### config.mk
export PLATFORM = sky130hd
export DESIGN_NAME = cache_arbiter
export DESIGN_NICKNAME = d
export VERILOG_FILES = /design/src/rtl/rv32i_types.sv /design/src/rtl/cache_arbiter.sv
export SDC_FILE = /design/constraint.sdc
export NUM_CORES = 1
export LEC_CHECK = 0
export CAP_MARGIN = 20
export CORE_AREA = 2 2 533 535
export CTS_CLUSTER_DIAMETER = 50
export DETAILED_ROUTE_END_ITERATION = 8
export DIE_AREA = 0 0 535 537
export PLACE_DENSITY = 0.3
export SYNTH_ARGS = -nofsm -noshare
export SYNTH_HDL_FRONTEND = slang
export SYNTH_SLANG_ARGS = --single-unit
### constraint.sdc
create_clock -name clk -period 2.9 [get_ports clk]
set_input_delay 0.58 -clock clk [delete_from_list [all_inputs] [get_ports clk]]
set_output_delay 0.58 -clock clk [all_outputs]
set_load 0.02 [all_outputs]
### src/rtl/rv32i_types.sv
// rtl/rv32i_types.sv - shared cache/memory-path types and widths
package rv32i_types;

    localparam int LINE_WIDTH = 256;
    localparam int ADDR_WIDTH = 32;

    typedef enum logic [1:0] {
        IDLE    = 2'd0,
        I_GRANT = 2'd1,
        D_GRANT = 2'd2
    } arb_state_t;

endpackage

### src/rtl/cache_arbiter.sv
// rtl/cache_arbiter.sv - icache/dcache miss-path arbiter onto one memory line port
// Optional round-robin tie-break when CACHE_ARBITER_RR_EN is defined.
module cache_arbiter
    import rv32i_types::*;
#(
    parameter int LINE_WIDTH = rv32i_types::LINE_WIDTH,
    parameter int ADDR_WIDTH = rv32i_types::ADDR_WIDTH
) (
    input  logic                  clk,
    input  logic                  rst,
    input  logic                  i_read,
    input  logic [ADDR_WIDTH-1:0] i_address,
    output logic [LINE_WIDTH-1:0] i_rdata,
    output logic                  i_resp,
    input  logic                  d_read,
    input  logic                  d_write,
    input  logic [ADDR_WIDTH-1:0] d_address,
    input  logic [LINE_WIDTH-1:0] d_wdata,
    output logic [LINE_WIDTH-1:0] d_rdata,
    output logic                  d_resp,
    output logic                  pmem_read,
    output logic                  pmem_write,
    output logic [ADDR_WIDTH-1:0] pmem_address,
    output logic [LINE_WIDTH-1:0] pmem_wdata,
    input  logic [LINE_WIDTH-1:0] pmem_rdata,
    input  logic                  pmem_resp
);

    arb_state_t state;
    arb_state_t state_next;
    logic       d_req;

    assign d_req = d_read | d_write;

`ifdef CACHE_ARBITER_RR_EN
    // 0: icache was granted last, 1: dcache was granted last
    logic last_grant;

    always_ff @(posedge clk or posedge rst) begin
        if (rst) begin
            state      <= IDLE;
            last_grant <= 1'b0;
        end else begin
            state <= state_next;
            if (state == IDLE && state_next != IDLE) begin
                last_grant <= (state_next == D_GRANT);
            end
        end
    end
`else
    always_ff @(posedge clk or posedge rst) begin
        if (rst) begin
            state <= IDLE;
        end else begin
            state <= state_next;
        end
    end
`endif

    always_comb begin
        state_next = state;
        unique case (state)
            IDLE: begin
`ifdef CACHE_ARBITER_RR_EN
                if (d_req && i_read) begin
                    state_next = last_grant ? I_GRANT : D_GRANT;
                end else if (d_req) begin
                    state_next = D_GRANT;
                end else if (i_read) begin
                    state_next = I_GRANT;
                end
`else
                if (d_req) begin
                    state_next = D_GRANT;
                end else if (i_read) begin
                    state_next = I_GRANT;
                end
`endif
            end
            // The grant is held until memory completes, regardless of request bits.
            I_GRANT, D_GRANT: begin
                if (pmem_resp) begin
                    state_next = IDLE;
                end
            end
            default: state_next = IDLE;
        endcase
    end

    always_comb begin
        i_rdata      = pmem_rdata;
        d_rdata      = pmem_rdata;
        i_resp       = 1'b0;
        d_resp       = 1'b0;
        pmem_read    = 1'b0;
        pmem_write   = 1'b0;
        pmem_address = '0;
        pmem_wdata   = '0;
        if (rst) begin
            i_rdata = '0;
            d_rdata = '0;
        end else begin
            unique case (state)
                I_GRANT: begin
                    pmem_read    = 1'b1;
                    pmem_address = i_address;
                    i_resp       = pmem_resp;
                end
                // A simultaneous read+write from the dcache is resolved as a write.
                D_GRANT: begin
                    pmem_write   = d_write;
                    pmem_read    = d_read & ~d_write;
                    pmem_address = d_address;
                    pmem_wdata   = d_wdata;
                    d_resp       = pmem_resp;
                end
                default: ;
            endcase
        end
    end

endmodule

==> summary.txt, run 1 <==
Power and ir drop
  – Pwr per Cell Area: 366 nW/um^2
  – Max VDD drop: 0.199 mV
  – Pleak: 9.59 nW

Yosys
  – Syn nets: 1511
  – Avg Inst Size Synth: 6.47 um^2
  – Seq/Total Area, Yosys: 0.00836
  – Mapped Cells: 925
  – Synth cell types: 20
  – Leading post-synthesis cells by cell area: buf_4 32%, and2_1 27%, nor2b_1 27%
  – Mapped cell area: 5990 um^2
  – Synth top area share: 0.324
  – Post-synth top area cell: buf_4
  – Synth warn: 0
  – FF+latch count, synth: 2

STA
  – Fin Clk Skew: 0.00206 ns
  – Final setup TNS: 0 ns
  – Final Hold Vio Count: 0
  – Setup violators final: 0
  – RSZ-0062 raised after global routing: true
  – Slew Viols, Final: 0
  – Max frequency: 0.348 GHz
  – Fin crit share: 0.990
  – Worst slew margin: 0.459
  – Final Critical Period: 2.87 ns
  – Worst hold slack: 0.651 ns
  – Worst slew pin tran: 0.809 ns

Die
  – Core Area: 281000 um^2
  – Row cnt: 195
  – Die Ht: 537 um
  – Die Area: 287000 um^2
  – Initial Util: 0.0213
  – IO Count: 1386
  – Chip Width: 535 um

Worst setup path
  – Reg-to-reg critical path endpoint: state[0]
  – RR Startpoint: state[0]
  – Crit path DAT: 2.29 ns
  – WS Path Type: primary input to output port
  – Crit path from: rst
  – Req. time, crit path: 2.32 ns
  – R2R Setup Slk: 1.42 ns
  – Worst setup endpoint: i_rdata[32]
  – Worst Path Max Fanout: 77
  – FF-to-FF path depth: 5
  – Setup crit start kind: primary input
  – Crit. End Element: output port

Clock network
  – CTS tree: yes
  – H-tree depth: 1
  – Clock Path Buffers: 2
  – CTS buffer count: 3
  – CTS Sinks: 2
  – Clk root buf: clkbuf_16
  – Post-CTS Setup Bufs: 0
  – Clock Latency Late Sink: 0.22 ns
  – CTS clk-pin slew, worst paths: 0.03 ns

Final layout
  – Share of cells above drive strength 1: 0.352
  – Layout Cells excl Fill: 5924
  – Final Util: 0.0940
  – Area growth syn-to-layout: 342%
  – Largest registers: state x2
  – Max reg flops: 2
  – Nets@finish: 2741
  – Largest Register: state

Routing
  – Total number of vias: 12.6k
  – Drt first-iter violations: 608
  – Initial DRT Pass Iterations: 4
  – Vias/cell: 2.12
  – Post-Route WL: 212 mm
  – DR DRC count: 0
  – Antenna-violating nets left: 0
  – Routed wire per std cell: 35.7 um

Worst hold path
  – Hold crit path type: register to register
  – Worst hold stages: 2

Place
  – HPWL after detailed placement: 203 mm
  – Port Buffers: 1385
  – Final RePlAce weighted congestion: 0.962
  – Placed Cells: 5893

Global route
  – Global-route wire length before repair: 240 mm
  – GRT overflow: 0
  – GRT Overall Usage: 0.141
  – Initial antenna violation count: 198
  – Vias in the first global route: 12.5k
  – Largest net degree at the start of global routing: 78

Run
  – Maxcap violations: 0

Outcome
  – Outcome: completed
how the worst min path moves through the flow:
stage | startpoint | endpoint | slack [ns]
floorplan | rst | state[0] | 0.34
global placement | state[1] | state[1] | 0.65
detailed placement | state[1] | state[1] | 0.65
CTS | state[1] | state[1] | 0.65
global route | state[1] | state[1] | 0.69
finish | state[1] | state[1] | 0.65
worst max-delay path: stages:
cell and delay [ns]:
buf_8 0.16, buf_12 0.22, nor2b_1 0.50, clkdlybuf4s50_1 0.72
through the flow:
stage               total power (W)  setup slack, ns  instance area (um^2)
finish                      0.00967           0.0280                 26400
global placement            0.00971           -0.602                 26200
floorplan                   0.00306            0.798                  5990
CTS                         0.00988         0.000480                 26400
global route                 0.0101         -0.00170                 26400
detailed placement          0.00959           -0.599                 26200
cells in the final DEF, fill, tap and decap left out, types with 2 or more instances in the layout:
master           netlist  routed
clkbuf_16              0       3
dlygate4sd2_1          0       2
and3_1                 2       2
a22oi_1               32      32
buf_4                258     398
nor2b_1              257     234
nor2b_2                0      22
nor2_1                34      34
buf_12                 0     327
a21oi_1                3       3
and2_1               257     257
diode_2                0      28
dfrtp_1                2       2
inv_1                  5       5
ha_2                   0       2
clkdlybuf4s50_1        0     817
dlymetal6s2s_1         0       2
ha_1                   4       2
per-layer routing:
layer / global-route usage / up-vias / routed length [um]
li1: - / 5054 / -
met1: 0.187 / 5865 / 95600
met3: 0.0790 / 274 / 28400
met2: 0.199 / 1286 / 83000
met4: 0.0196 / 72 / 4130
met5: 0 / - / 485
Yosys cell counts:
| cell | n |
|---|---|
| inv_1 | 5 |
| nor2b_1 | 257 |
| and2b_4 | 1 |
| clkbuf_2 | 24 |
| a31oi_1 | 1 |
| nand2b_1 | 1 |
| buf_2 | 7 |
| a22oi_1 | 32 |
| and3_1 | 2 |
| clkbuf_1 | 26 |
| o22ai_1 | 1 |
| nand2_1 | 1 |
| dfrtp_1 | 2 |
| o21ai_0 | 1 |
| buf_1 | 8 |
| ha_1 | 4 |
| buf_4 | 258 |
| a21oi_1 | 3 |
| and2_1 | 257 |
| nor2_1 | 34 |
cells by family after synthesis:
group	count (synthesis)	share of synthesized area
buf+inv	328	0.374
flops	2	0.00836
simple gates	553	0.564
fa+ha+maj	4	0.00836
compound gates	38	0.0456
power by group:
part	total [W]	internal [W]	leakage [nW]	switching (W)
Clock	0.000209	0.000176	0.0371	0.0000337
Sequential	0.0000535	0.0000418	0.0254	0.0000117
Combinational	0.00941	0.00440	9.52	0.00501
what timing repair did:
action,in CTS,in global routing
gates resized for setup,25,4
pin swaps,0,0
hold buffers,0,0
endpoints found under the setup margin,26,4
area by class of cell:
| type | instances | area, um^2 |
|---|---|---|
| fillers | 32597 | 255000 |
| inverters | 5 | 18.8 |
| flip-flops and latches | 2 | 50.0 |
| clock buffers | 3 | 75.1 |
| multi-input cells | 595 | 3770 |
| repair buffers | 1548 | 17800 |
| well taps | 3743 | 4680 |
| diodes | 28 | 70.1 |
Power figures use the tool's default switching activity.
==> run 2: changes to the inputs <==
CTS_CLUSTER_SIZE = 25   (was unset)
clock period = 3.6 ns   (was 2.9 ns; I/O delays follow)
==> run 2 against run 1 <==
Net effect:
- setup slack got worse by 0.042 ns
- critical path type unchanged
- critical path depth unchanged
- final cell count decreased by 2.1%
- count of clock-buffer cells in the layout unchanged
- largest cell class unchanged
- final area decreased by 7.1%
- combinational power decreased by 20%
- total power decreased by 20%
- worst hold slack got worse by 0.0088 ns
- clock skew decreased by 0.0014 ns
- the flow now finishes with violations (negative setup slack)
==> summary.txt, run 2 (same netlist as run 1, synthesis figures left out) <==
Outcome
  – Outcome: finished with violations
  – Failing checks: negative setup slack

STA
  – Worst slew margin: 0.316
  – Worst slew pin tran: 1.02 ns
  – RSZ-0062 raised after global routing: false
  – Fin Clk Skew: 0.000670 ns
  – Final Critical Period: 3.61 ns
  – Final Hold Vio Count: 0
  – Slew Viols, Final: 0
  – Final setup TNS: -0.0247 ns
  – Setup violators final: 2
  – Fin crit share: 1.00
  – Final worst setup slack: -0.0142 ns
  – Max frequency: 0.277 GHz
  – Worst hold slack: 0.642 ns

Worst setup path
  – Crit path DAT: 2.89 ns
  – FF-to-FF path depth: 5
  – R2R Setup Slk: 2.25 ns
  – Req. time, crit path: 2.88 ns
  – Crit. End Element: output port
  – Reg-to-reg critical path endpoint: state[1]
  – RR Startpoint: state[1]
  – WS Path Type: primary input to output port
  – Worst Path Max Fanout: 50
  – Setup crit start kind: primary input

Global route
  – GRT overflow: 0
  – Largest net degree at the start of global routing: 68
  – Vias in the first global route: 11.7k
  – Global-route wire length before repair: 237 mm
  – GRT Overall Usage: 0.141
  – Initial antenna violation count: 171

Final layout
  – Layout Cells excl Fill: 5798
  – Share of cells above drive strength 1: 0.246
  – Largest Register: state
  – Most frequent cells in the layout: 937 x clkdlybuf4s50_1, 257 x and2_1, 251 x nor2b_1
  – FILL cells: 32.7k
  – Register Area: 50.0 um^2
  – Final Util: 0.0874
  – Commonest non-fill, non-tap cell in the layout: clkdlybuf4s50_1
  – Max reg flops: 2
  – Largest registers: state x2
  – Multi-input logic area: 3720 um^2
  – Area growth syn-to-layout: 311%
  – Nets@finish: 2616

Die
  – Row cnt: 195
  – Initial Util: 0.0213
  – IO Count: 1386
  – Chip Width: 535 um
  – Core Area: 281000 um^2
  – Die Ht: 537 um
  – Die Area: 287000 um^2

Worst hold path
  – Worst hold stages: 2
  – Worst hold start: state[0]
  – Worst min-delay path endpoint: state[0]
  – Hold crit path type: register to register

Power and ir drop
  – Pwr per Cell Area: 314 nW/um^2
  – Switching part of the total power: 0.550
  – Pleak: 8.37 nW
  – Max VDD drop: 0.221 mV
  – Psw: 0.00424 W
  – Pint: 0.00347 W
  – Clock network power share: 0.021
  – Power share of the sequential group: 0.005
  – Logic gate share of total power: 0.973

Clock network
  – CTS buffer count: 3
  – CTS tree: yes
  – CTS clk-pin slew, worst paths: 0.03 ns
  – H-tree depth: 1
  – Clock Latency Late Sink: 0.22 ns
  – Clock Path Buffers: 2
  – Post-CTS Setup Bufs: 0
  – Clk root buf: clkbuf_16
  – CTS Sinks: 2

Routing
  – Total number of vias: 12.0k
  – Routed wire per std cell: 36.6 um
  – Drt first-iter violations: 631
  – Initial DRT Pass Iterations: 4
  – Post-Route WL: 212 mm
  – DR DRC count: 0
  – Antenna-violating nets left: 0
  – Vias/cell: 2.06

Place
  – HPWL after detailed placement: 203 mm
  – Final RePlAce weighted congestion: 0.917
  – Placed Cells: 5768
  – Port Buffers: 1385

Run
  – Maxcap violations: 0
==> run 2: power by group through the flow <==
stage	clock [W]	sequential, W	combinational (W)
after floorplan	0	0.0000395	0.00243
after global placement	0	0.0000411	0.00770
after detailed placement	0	0.0000425	0.00765
after CTS	0.000168	0.0000422	0.00770
after global routing	0.000168	0.0000433	0.00792
final	0.000165	0.0000422	0.00751
==> run 2: what timing repair did <==
item                                    4_1_cts  5_1_grt
endpoints found under the setup margin        6        0
hold buffers                                  0        0
resized for setup                             6        0
==> run 2: per-stage QoR <==
step	power (W)	cell area [um^2]	worst slack, ns
after global placement	0.00774	24400	-0.277
after detailed placement	0.00769	24400	-0.246
final	0.00772	24600	-0.0142
after CTS	0.00791	24500	0.00539
after floorplan	0.00247	5990	1.22
after global routing	0.00813	24500	0.0383
==> run 2: routing by layer <==
metal	part of all wire	GRT usage	vias to the layer above
met3	0.17	0.104	254
met5	0.0021	0	-
met4	0.018	0.0192	68
met2	0.39	0.199	1223
li1	-	-	4797
met1	0.42	0.173	5616
==> run 2: layout make-up <==
type,instances,share of cell area
tap,3743,0.191
timing repair buffer,1423,0.649
inverter,5,0.000764
sequential,2,0.00204
antenna,27,0.00275
multi-input combinational,595,0.151
clock buffer,3,0.00305
==> run 2: critical path, cell delays in order <==
cell,delay [ns]
buf_8,0.18
buf_12,0.21
nor2b_1,0.72
clkdlybuf4s50_1,0.95
==> run 2: worst max path at each step <==
stage          start           end  slack, ns  cells after the start
2_1_floorplan    rst  i_rdata[224]       1.22                      4
3_3_place_gp     rst  d_rdata[113]      -0.28                      5
3_5_place_dp     rst  d_rdata[113]      -0.25                      5
4_1_cts          rst    i_rdata[3]      0.005                      4
5_1_grt          rst    i_rdata[3]       0.04                      4
6_report         rst  d_rdata[169]      -0.01                      4
